File: config.mk
export PLATFORM = sky130hd
export DESIGN_NAME = regfile_wb_arbiter
export DESIGN_NICKNAME = d
export VERILOG_FILES = /design/src/rtl/regfile_wb_arbiter.sv
export SDC_FILE = /design/constraint.sdc
export NUM_CORES = 1
export LEC_CHECK = 0
export BUFFER_PORTS_ARGS = -buffer_cell sky130_fd_sc_hd__buf_2
export CORE_ASPECT_RATIO = 1.4
export CORE_MARGIN = 2
export CORE_UTILIZATION = 53
export DETAILED_ROUTE_END_ITERATION = 12
export PLACE_DENSITY = 0.85
export SLEW_MARGIN = 20
export SYNTH_ARGS = -nofsm -noshare
export SYNTH_HDL_FRONTEND = slang
export SYNTH_SLANG_ARGS = --single-unit
File: constraint.sdc
create_clock -name clk -period 3.5 [get_ports clk]
set_input_delay 0.175 -clock clk [delete_from_list [all_inputs] [get_ports clk]]
set_output_delay 0.175 -clock clk [all_outputs]
set_load 0.01 [all_outputs]
File: src/rtl/regfile_wb_arbiter.sv
// Writeback arbiter for the single regfile write port: round-robin between the
// ALU and load unit, a registered write stage, and a RAW busy scoreboard.
module regfile_wb_arbiter #(
  parameter int XLEN     = 32,
  parameter int NUM_REGS = 32,
  localparam int AW      = $clog2(NUM_REGS)
) (
  input  logic            clk,
  input  logic            reset,
  input  logic            alu_valid,
  output logic            alu_ready,
  input  logic [AW-1:0]   alu_rd,
  input  logic [XLEN-1:0] alu_data,
  input  logic            mem_valid,
  output logic            mem_ready,
  input  logic [AW-1:0]   mem_rd,
  input  logic [XLEN-1:0] mem_data,
  input  logic            issue_valid,
  input  logic [AW-1:0]   issue_rd,
  input  logic [AW-1:0]   issue_rs1,
  input  logic [AW-1:0]   issue_rs2,
  output logic            busy_rs1,
  output logic            busy_rs2,
  output logic            rf_we,
  output logic [AW-1:0]   rf_rd,
  output logic [XLEN-1:0] rf_wdata
);

  typedef enum logic {
    PRI_ALU = 1'b0,
    PRI_MEM = 1'b1
  } pri_e;

  pri_e              pri_q;
  pri_e              pri_d;
  logic              contested;
  logic              grant_alu;
  logic              grant_mem;
  logic [AW-1:0]     win_rd;
  logic [XLEN-1:0]   win_data;
  logic [NUM_REGS-1:0] busy;
  logic [NUM_REGS-1:0] busy_next;

  // The pointer only moves when both requesters competed for the port.
  always_comb begin
    contested = alu_valid && mem_valid;
    grant_alu = 1'b0;
    grant_mem = 1'b0;
    pri_d     = pri_q;
    if (reset) begin
      if (contested) begin
        grant_alu = (pri_q == PRI_ALU);
        grant_mem = (pri_q == PRI_MEM);
        pri_d     = (pri_q == PRI_ALU) ? PRI_MEM : PRI_ALU;
      end else begin
        grant_alu = alu_valid;
        grant_mem = mem_valid;
      end
    end
    win_rd   = grant_mem ? mem_rd : alu_rd;
    win_data = grant_mem ? mem_data : alu_data;
  end

  assign alu_ready = grant_alu;
  assign mem_ready = grant_mem;

  always_ff @(posedge clk) begin
    if (!reset) begin
      pri_q    <= PRI_ALU;
      rf_we    <= 1'b0;
      rf_rd    <= '0;
      rf_wdata <= '0;
    end else begin
      pri_q <= pri_d;
      rf_we <= (grant_alu || grant_mem) && (win_rd != '0);
      // x0 transfers are swallowed so the visible write port is left untouched.
      if ((grant_alu || grant_mem) && (win_rd != '0)) begin
        rf_rd    <= win_rd;
        rf_wdata <= win_data;
      end
    end
  end

  // A new issue to a register overrides a write landing on the same edge.
  always_comb begin
    busy_next = busy;
    if (rf_we) busy_next[rf_rd] = 1'b0;
    if (issue_valid && (issue_rd != '0)) busy_next[issue_rd] = 1'b1;
    busy_next[0] = 1'b0;
  end

  always_ff @(posedge clk) begin
    if (!reset) busy <= '0;
    else        busy <= busy_next;
  end

  assign busy_rs1 = (issue_rs1 != '0) && busy[issue_rs1];
  assign busy_rs2 = (issue_rs2 != '0) && busy[issue_rs2];

endmodule
### Word-level counts from Yosys, hierarchy flattened

Index checks and enable logic that the tools add are counted.

* output and inout bits: 42
* input port bits: 94
* logic and storage cells: 45
* register bits: 71

* reductions and logical operators: 12
* multiplexer cells: 17
* magnitude comparators: 6
* bitwise operators: 4

Operators by type and width (count)
* two-way mux 32 bit: 3
* bitwise AND 32 bit: 1
* NOT 32 bit: 1
* bitwise OR 32 bit: 1
* less-than comparator 5 x 6 -> 1 bit (second input constant): 4
* nonzero test 5 bit: 4
* binary-select mux 1 bit (select 5 bit): 2
* demux 1 bit (select 5 bit): 2
* >= comparator 5 x 1 -> 1 bit (second input constant): 2
* two-way mux 1 bit: 9
* logical AND 1 bit: 7
* two-way mux 5 bit: 1
* logical OR 1 bit: 1
* NOT 1 bit: 1

### Longest topological paths before layout

Gate-level depths: netlist of the first run.

* depth in word-level cells: 9
* gate-level depth with buffers: 6
* gate-level depth less buffers: 5

### Worst setup path after synthesis of the first run

No wires, ideal clock.

* path kind: input to output
* start: input port issue_rs2[1]
* end: output port busy_rs2
* stages on the path: 5
* data arrival time: 1.482 ns
* slack: 1.843 ns
* data required time: 3.325 ns
* buffers on the path: 1
* cell sequence: buf_2 > mux4_2 > a32oi_1 > nand3_1 > or3_1

* word-level cells in the longest chain between the ends: 3
* elaborated cells on any way between the ends: 4
* those cells by class: mux: 2; reduce/logical: 2

Ends and longest elaborated chain
* from (decl): RTL line 21 `input logic [AW-1:0] issue_rs2,`
* binary-select mux 1 bit (select 5 bit): RTL line 98 `assign busy_rs2 = (issue_rs2 != '0) && busy[issue_rs2];`
* two-way mux 1 bit (implied by the code): RTL line 98
* logical AND 1 bit (*): RTL line 98
* to (decl): RTL line 23 `output logic busy_rs2,`

Every way passes the cells marked *; elsewhere a longest branch is shown, timed or not. The select of a mux whose other input is x is not followed.

### Worst setup path after layout of the first run

* start: register pri_q
* end: register rf_wdata[18]

* word-level cells in the longest chain between the ends: 5
* elaborated cells on any way between the ends: 10
* those cells by class: mux: 6; bitwise: 1; reduce/logical: 3

Ends and longest elaborated chain
* from (decl): RTL line 34 `pri_e pri_q;`
* from (signal assigned): RTL line 74 `pri_q <= pri_d;`
* two-way mux 1 bit or NOT 1 bit (tied branches)
* two-way mux 1 bit (on tied branches): RTL line 50, 51
* two-way mux 5 bit or two-way mux 1 bit (tied branches): RTL line 60, 50
* nonzero test 5 bit or logical OR 1 bit (tied branches): RTL line 77 `if ((grant_alu || grant_mem) && (win_rd != '0)) begin`
* logical AND 1 bit: RTL line 77
* to (signal assigned): RTL line 79 `rf_wdata <= win_data;`
* to (decl): RTL line 26 `output logic [XLEN-1:0] rf_wdata`

Several ways; a longest one is shown, not always the timed one.
A chain may end at the register's enable or synchronous reset.

==> results of run 1 <==
## cells by family (layout without fill, tap and decap cells)
group / after synthesis / in the layout / synth area share (%)
DFF: 70 / 70 / 38.16
muxes: 90 / 90 / 29.34
xor gates and xnor gates: 1 / 1 / 0.2385
buffers and inverters: 27 / 158 / 4.940
AOI/OAI and AO/OA: 77 / 77 / 11.58
and+or+nand+nor: 121 / 121 / 15.74
## state kept, by name (all words and copies together), names as in the netlist
signal    cells
busy         31
pri_q         1
rf_rd         5
rf_wdata     32
rf_we         1
## layout make-up
| cell class | instances | share of cell area, % |
|---|---|---|
| clock inverter | 6 | 0.8637 |
| multi-input combinational | 289 | 46.56 |
| clock buffer | 10 | 2.842 |
| tap | 92 | 2.563 |
| inverter | 3 | 0.2508 |
| timing repair buffer | 139 | 15.71 |
| sequential | 70 | 31.21 |
## layout by cell type (no fill, tap or decap), types with 2 or more instances in the layout
cell type and count:
a21oi_1 34, and3b_1 2, nand2b_1 3, nand4b_1 2, a32oi_1 2, nand3b_1 5
clkinv_2 3, or3_1 2, clkinvlp_4 2, nand3_1 3, buf_4 4, nand2_1 76
or3b_1 2, clkbuf_8 9, and2_1 2, buf_2 135, o21ai_0 23, and3_1 4
mux4_2 14, dfxtp_1 70, nor2_1 8, o21ai_1 9, inv_1 2, nor3b_1 6
mux2i_1 75
## worst max-delay path: stages (launching register included)
cell and delay (ns):
dfxtp_1 0.34, nand2b_1 0.21, a32oi_1 0.27, o32a_2 0.51
buf_4 0.43, mux2i_1 0.23
## report_power, final
| part | internal, mW | total (mW) | switching (mW) |
|---|---|---|---|
| logic | 0.171 | 0.376 | 0.206 |
| registers | 0.859 | 0.907 | 0.0485 |
| clock network | 0.254 | 0.560 | 0.306 |
| total | 1.28 | 1.84 | 0.560 |
## layer usage
metal / routed length (µm) / track usage (%)
met1: 3692 / 29.19
met2: 5278 / 49.31
met3: 830 / 6.354
met4: 369 / 14.01
met5: 0 / 0
## stage by stage
step                      util (%)  setup slack, ns  instances  area [µm²]
after floorplan                  -            1.843        386        3672
after global placement       64.96            1.399        593        4324
after detailed placement     64.96            1.310        593        4324
after CTS                    67.46            1.396        609        4491
after global routing         67.46            1.220        609        4491
final                        67.46            1.421        609        4491
## final timing paths
| kind | from | endpoint | slack (ns) | depth (start not counted) |
|---|---|---|---|---|
| max | pri_q | rf_wdata[18] | 1.42 | 5 |
| min | alu_data[22] | rf_wdata[22] | 0.10 | 3 |
| max reg2reg | pri_q | rf_wdata[18] | 1.42 | 5 |
| min reg2reg | rf_wdata[7] | rf_wdata[7] | 0.46 | 2 |
==> results.yml, run 1 <==
sta:
  fmax_ghz: 0.4811
  holdWs_ns: 0.1001
  maxSlewViolCount: 0
  clock_skew_ns: 0.01010
  tightest_slew_ns: 1.097
  fin_crit_ns: 2.079
  hold_viol: 0
  relSlewSlack_pct: 26.71
  grt_setup_unrepaired: "false"
  setup_viol: 0
  finalSetupTns_ns: 0
  final.period_utilization_pct: 59.39
clock_network:
  cts_setup_buffers: 0
  numCtsBuffers: 9
  cts.path.max_buffers: 2
  postCtsResizedCells: 0
  cts-root-buf: "clkbuf_8"
  clk_latency_ns: 0.35
  cts_tree: "built"
  htreeDepth: 3
  clkTransAtPathRegs_ns: 0.08
  cts_hold_buf: 0
  cts_num_sinks: 70
drt:
  ant_nets: 0
  via_per_inst: 5.764
  drt-pass1-iter-count: 5
  drc_errors: 0
  drt-total-wl_um: 10170
  drt-initial-drc-count: 319
  vias: 3510
  wl_per_cell_um: 16.70
global_routing:
  grt_max_degree: 34
  grt_overflow: 0
  grt_pass1_wl_um: 15690
  grt_pass1_vias: 3426
  grtUsageTotal_pct: 27.31
  grt_antenna_before_repair: 0
die:
  io_pins: 136
  fp.dieArea_um2: 7620
  die_h_um: 102.5
  fp-row-count: 35
  start_util_pct: 55.17
  die_w_um: 74.35
  core_area_um2: 6656
synthesis:
  yosysSeqAreaShare_pct: 38.16
  netlist_instances: 386
  yosys-top-cells-area: "dfxtp_1 38%, mux2i_1 20%, mux4_2 8.6%, nand2_1 7.8%, a21oi_1 4.6%"
  syn_area_um2: 3672
  synth_ff_type: "dfxtp_1"
  syn_avg_cell_area_um2: 9.514
  synthMostInstantiatedCell: "nand2_1"
  synthTopCellsByCount: "76 x nand2_1, 75 x mux2i_1, 70 x dfxtp_1, 34 x a21oi_1, 23 x o21ai_0"
  yosysUniqueCellTypes: 41
  yosys.area.top_type_share_pct: 38.16
  synth_fp_nets: 480
  synth_edf_count: 0
  async_reset_ff_share_pct: 0
  synth_warnings: 0
  ys_ff_latch: 70
  synth_area_leader_cell: "dfxtp_1"
setup_path:
  worstSetupStartpointType: "flip-flop"
  crit_path_end_kind: "flip-flop"
  cp.required_ns: 3.77
  worstSetupPathType: "flip-flop to flip-flop"
  cp_max_fo: 22
  cp.arrival_ns: 2.35
final_layout:
  seqCellArea_um2: 1401
  drive_gt1_share_pct: 33.66
  antenna_cells: 0
  finalNetCount: 606
  multi_input_area_um2: 2091
  areaGrowthSynthToFinish_pct: 22.28
  fillCellCount: 521
pwr:
  leakagePower_nw: 1.966
  report.power.total_mw: 1.844
  power_density_nw_per_um2: 410.6
  irDropWorstVdd_v: 0.0002793
min_path:
  hp-class: "input port to flip-flop"
placed_design:
  gp_congestion: 0.8501
  io_buffer_count: 135
  place_hpwl_um: 7682
job:
  cap_violations: 0
status:
  outcome: "completed"
(Power assumes the default switching activity.)
==> run 2, diff against run 1 <==
--- a/config.mk
+++ b/config.mk
@@ -8,9 +8,9 @@
 export BUFFER_PORTS_ARGS = -buffer_cell sky130_fd_sc_hd__buf_2
 export CORE_ASPECT_RATIO = 1.4
 export CORE_MARGIN = 2
-export CORE_UTILIZATION = 53
+export CORE_UTILIZATION = 50
 export DETAILED_ROUTE_END_ITERATION = 12
-export PLACE_DENSITY = 0.85
+export PLACE_DENSITY = 0.81
 export SLEW_MARGIN = 20
 export SYNTH_ARGS = -nofsm -noshare
 export SYNTH_HDL_FRONTEND = slang
==> constraint.sdc (replaced) <==
create_clock -name clk -period 2.1 [get_ports clk]
set_input_delay 0.105 -clock clk [delete_from_list [all_inputs] [get_ports clk]]
set_output_delay 0.105 -clock clk [all_outputs]
set_load 0.01 [all_outputs]
==> run 2 against run 1 <==
  * Via count decreased by 1.2%
  * Worst setup slack got worse by 1.3 ns
  * Critical endpoint is now busy_rs2
  * Sequential power increased by 66%
  * Global-route usage decreased by 3.4 points
  * Highest routed layer unchanged
  * Register-to-register slack got worse by 0.98 ns
  * Hold slack got worse by 0.071 ns
==> results.yml, run 2 (synthesis results as in run 1) <==
status:
  outcome: "completed"
min_path:
  hp-class: "input port to flip-flop"
sta:
  clock_skew_ns: 0.008476
  fin_crit_ns: 2.010
  fmax_ghz: 0.4974
  finalSetupTns_ns: 0
  hold_viol: 0
  setup_viol: 0
  final.period_utilization_pct: 95.74
  relSlewSlack_pct: 55.60
  grt_setup_unrepaired: "false"
  tightest_slew_ns: 0.6636
  maxSlewViolCount: 0
  holdWs_ns: 0.02909
final_layout:
  mostFrequentLayoutCells: "135 x buf_2, 76 x nand2_1, 75 x mux2i_1"
  finalNetCount: 609
  design_area_um2: 4581
  final_cell_count_no_fill: 617
  antenna_cells: 0
  fin_util_pct: 63.43
  layout_commonest_cell: "buf_2"
  areaGrowthSynthToFinish_pct: 24.74
  largest_register_ffs: 32
  largestRegisters: "rf_wdata: 32 flops, busy: 31 flops, rf_rd: 5 flops"
  drive_gt1_share_pct: 34.42
  regMostFlops: "rf_wdata"
die:
  fp.dieArea_um2: 8056
  io_pins: 136
  die_w_um: 76.43
  core_area_um2: 7222
  die_h_um: 105.4
  fp-row-count: 37
  start_util_pct: 50.85
placed_design:
  io_buffer_count: 135
  dp_cells: 601
  dpl_cell_area_um2: 4353
  place_hpwl_um: 7506
  gp_congestion: 0.8739
pwr:
  leakagePower_nw: 2.008
  irDropWorstVdd_v: 0.0005117
  power_density_nw_per_um2: 731.3
clock_network:
  clk_latency_ns: 0.35
  cts_hold_buf: 0
  clkTransAtPathRegs_ns: 0.08
  cts_tree: "built"
  postCtsResizedCells: 0
  numCtsBuffers: 9
  cts_setup_buffers: 0
  htreeDepth: 3
  cts-root-buf: "clkbuf_8"
  cts_num_sinks: 70
  cts.path.max_buffers: 2
drt:
  drt-initial-drc-count: 287
  vias: 3467
  drc_errors: 0
  wl_per_cell_um: 15.72
  drt-pass1-iter-count: 4
  drt-total-wl_um: 9697
  ant_nets: 0
  via_per_inst: 5.619
global_routing:
  grt_overflow: 0
  grt_pass1_vias: 3323
  grt_antenna_before_repair: 0
  grt_max_degree: 38
  grt_pass1_wl_um: 15410
  grtUsageTotal_pct: 23.92
setup_path:
  crit_chain: "mux2_1 -> a221oi_2 -> a2111oi_0 -> or3_1 -> buf_2"
  slowest_delay_ns: 0.38
  cp_max_fo: 3
  worstSetupPathType: "flip-flop to output pin"
  cp.arrival_ns: 1.91
  slowest_stage: "or3_1"
  cp.buffers_inverters: 1
  cp.required_ns: 2.00
  crit_path_end_kind: "output pin"
  crit_family: "simple AND/OR/NAND/NOR gates"
  worstSetupStartpointType: "flip-flop"
job:
  cap_violations: 0
==> run 2: cell types whose count changed in the layout (fill, tap and decap cells not counted), sizes merged <==
cell and change:
clkbuf -1, inv +1, buf +3, bufinv +2, clkinv -2
==> run 2: report_power, final <==
group	switching (mW)	total, mW	internal, mW
combinational	0.332	0.620	0.288
clock	0.548	1.22	0.672
sequential	0.0791	1.51	1.43
total	0.958	3.35	2.39
==> run 2: metrics by stage <==
stage	power, mW	worst slack [ns]
6_report	3.350	0.08956
4_1_cts	3.354	0.07355
3_5_place_dp	2.154	0.3674
3_3_place_gp	2.132	0.4410
5_1_grt	3.474	0.03377
2_1_floorplan	1.909	0.5834
==> run 2: path summary, 6_finish.rpt <==
| path | slack, ns | cells after the start | endpoint | start |
|---|---|---|---|---|
| setup / recovery | 0.09 | 5 | busy_rs2 | busy[3] |
| hold / removal | 0.03 | 3 | rf_wdata[29] | alu_data[29] |
| setup reg to reg | 0.44 | 5 | rf_wdata[16] | pri_q |
| hold reg to reg | 0.46 | 2 | rf_wdata[9] | rf_wdata[9] |
==> run 2: layout make-up <==
type	count	area (µm²)
flip-flops and latches	70	1401
inverters	3	11.26
repair buffers	142	728.2
well taps	97	121.4
clock buffers	9	123.9
clock inverters	7	97.59
multi-input cells	289	2097
fillers	601	2641
==> run 2: tightest hold or removal path: cells and delay by family <==
kind	cells	cell delay [ns]
mux	2	0.16
buf+inv	1	0.07
==> run 2: layer usage <==
metal  global-route usage (%)  share of wire [%]  routed length, µm
met5                        0                  0                  0
met4                    10.91                2.1                206
met3                    6.507                7.4                719
met2                    43.43                 52               5011
met1                    25.62                 39               3759
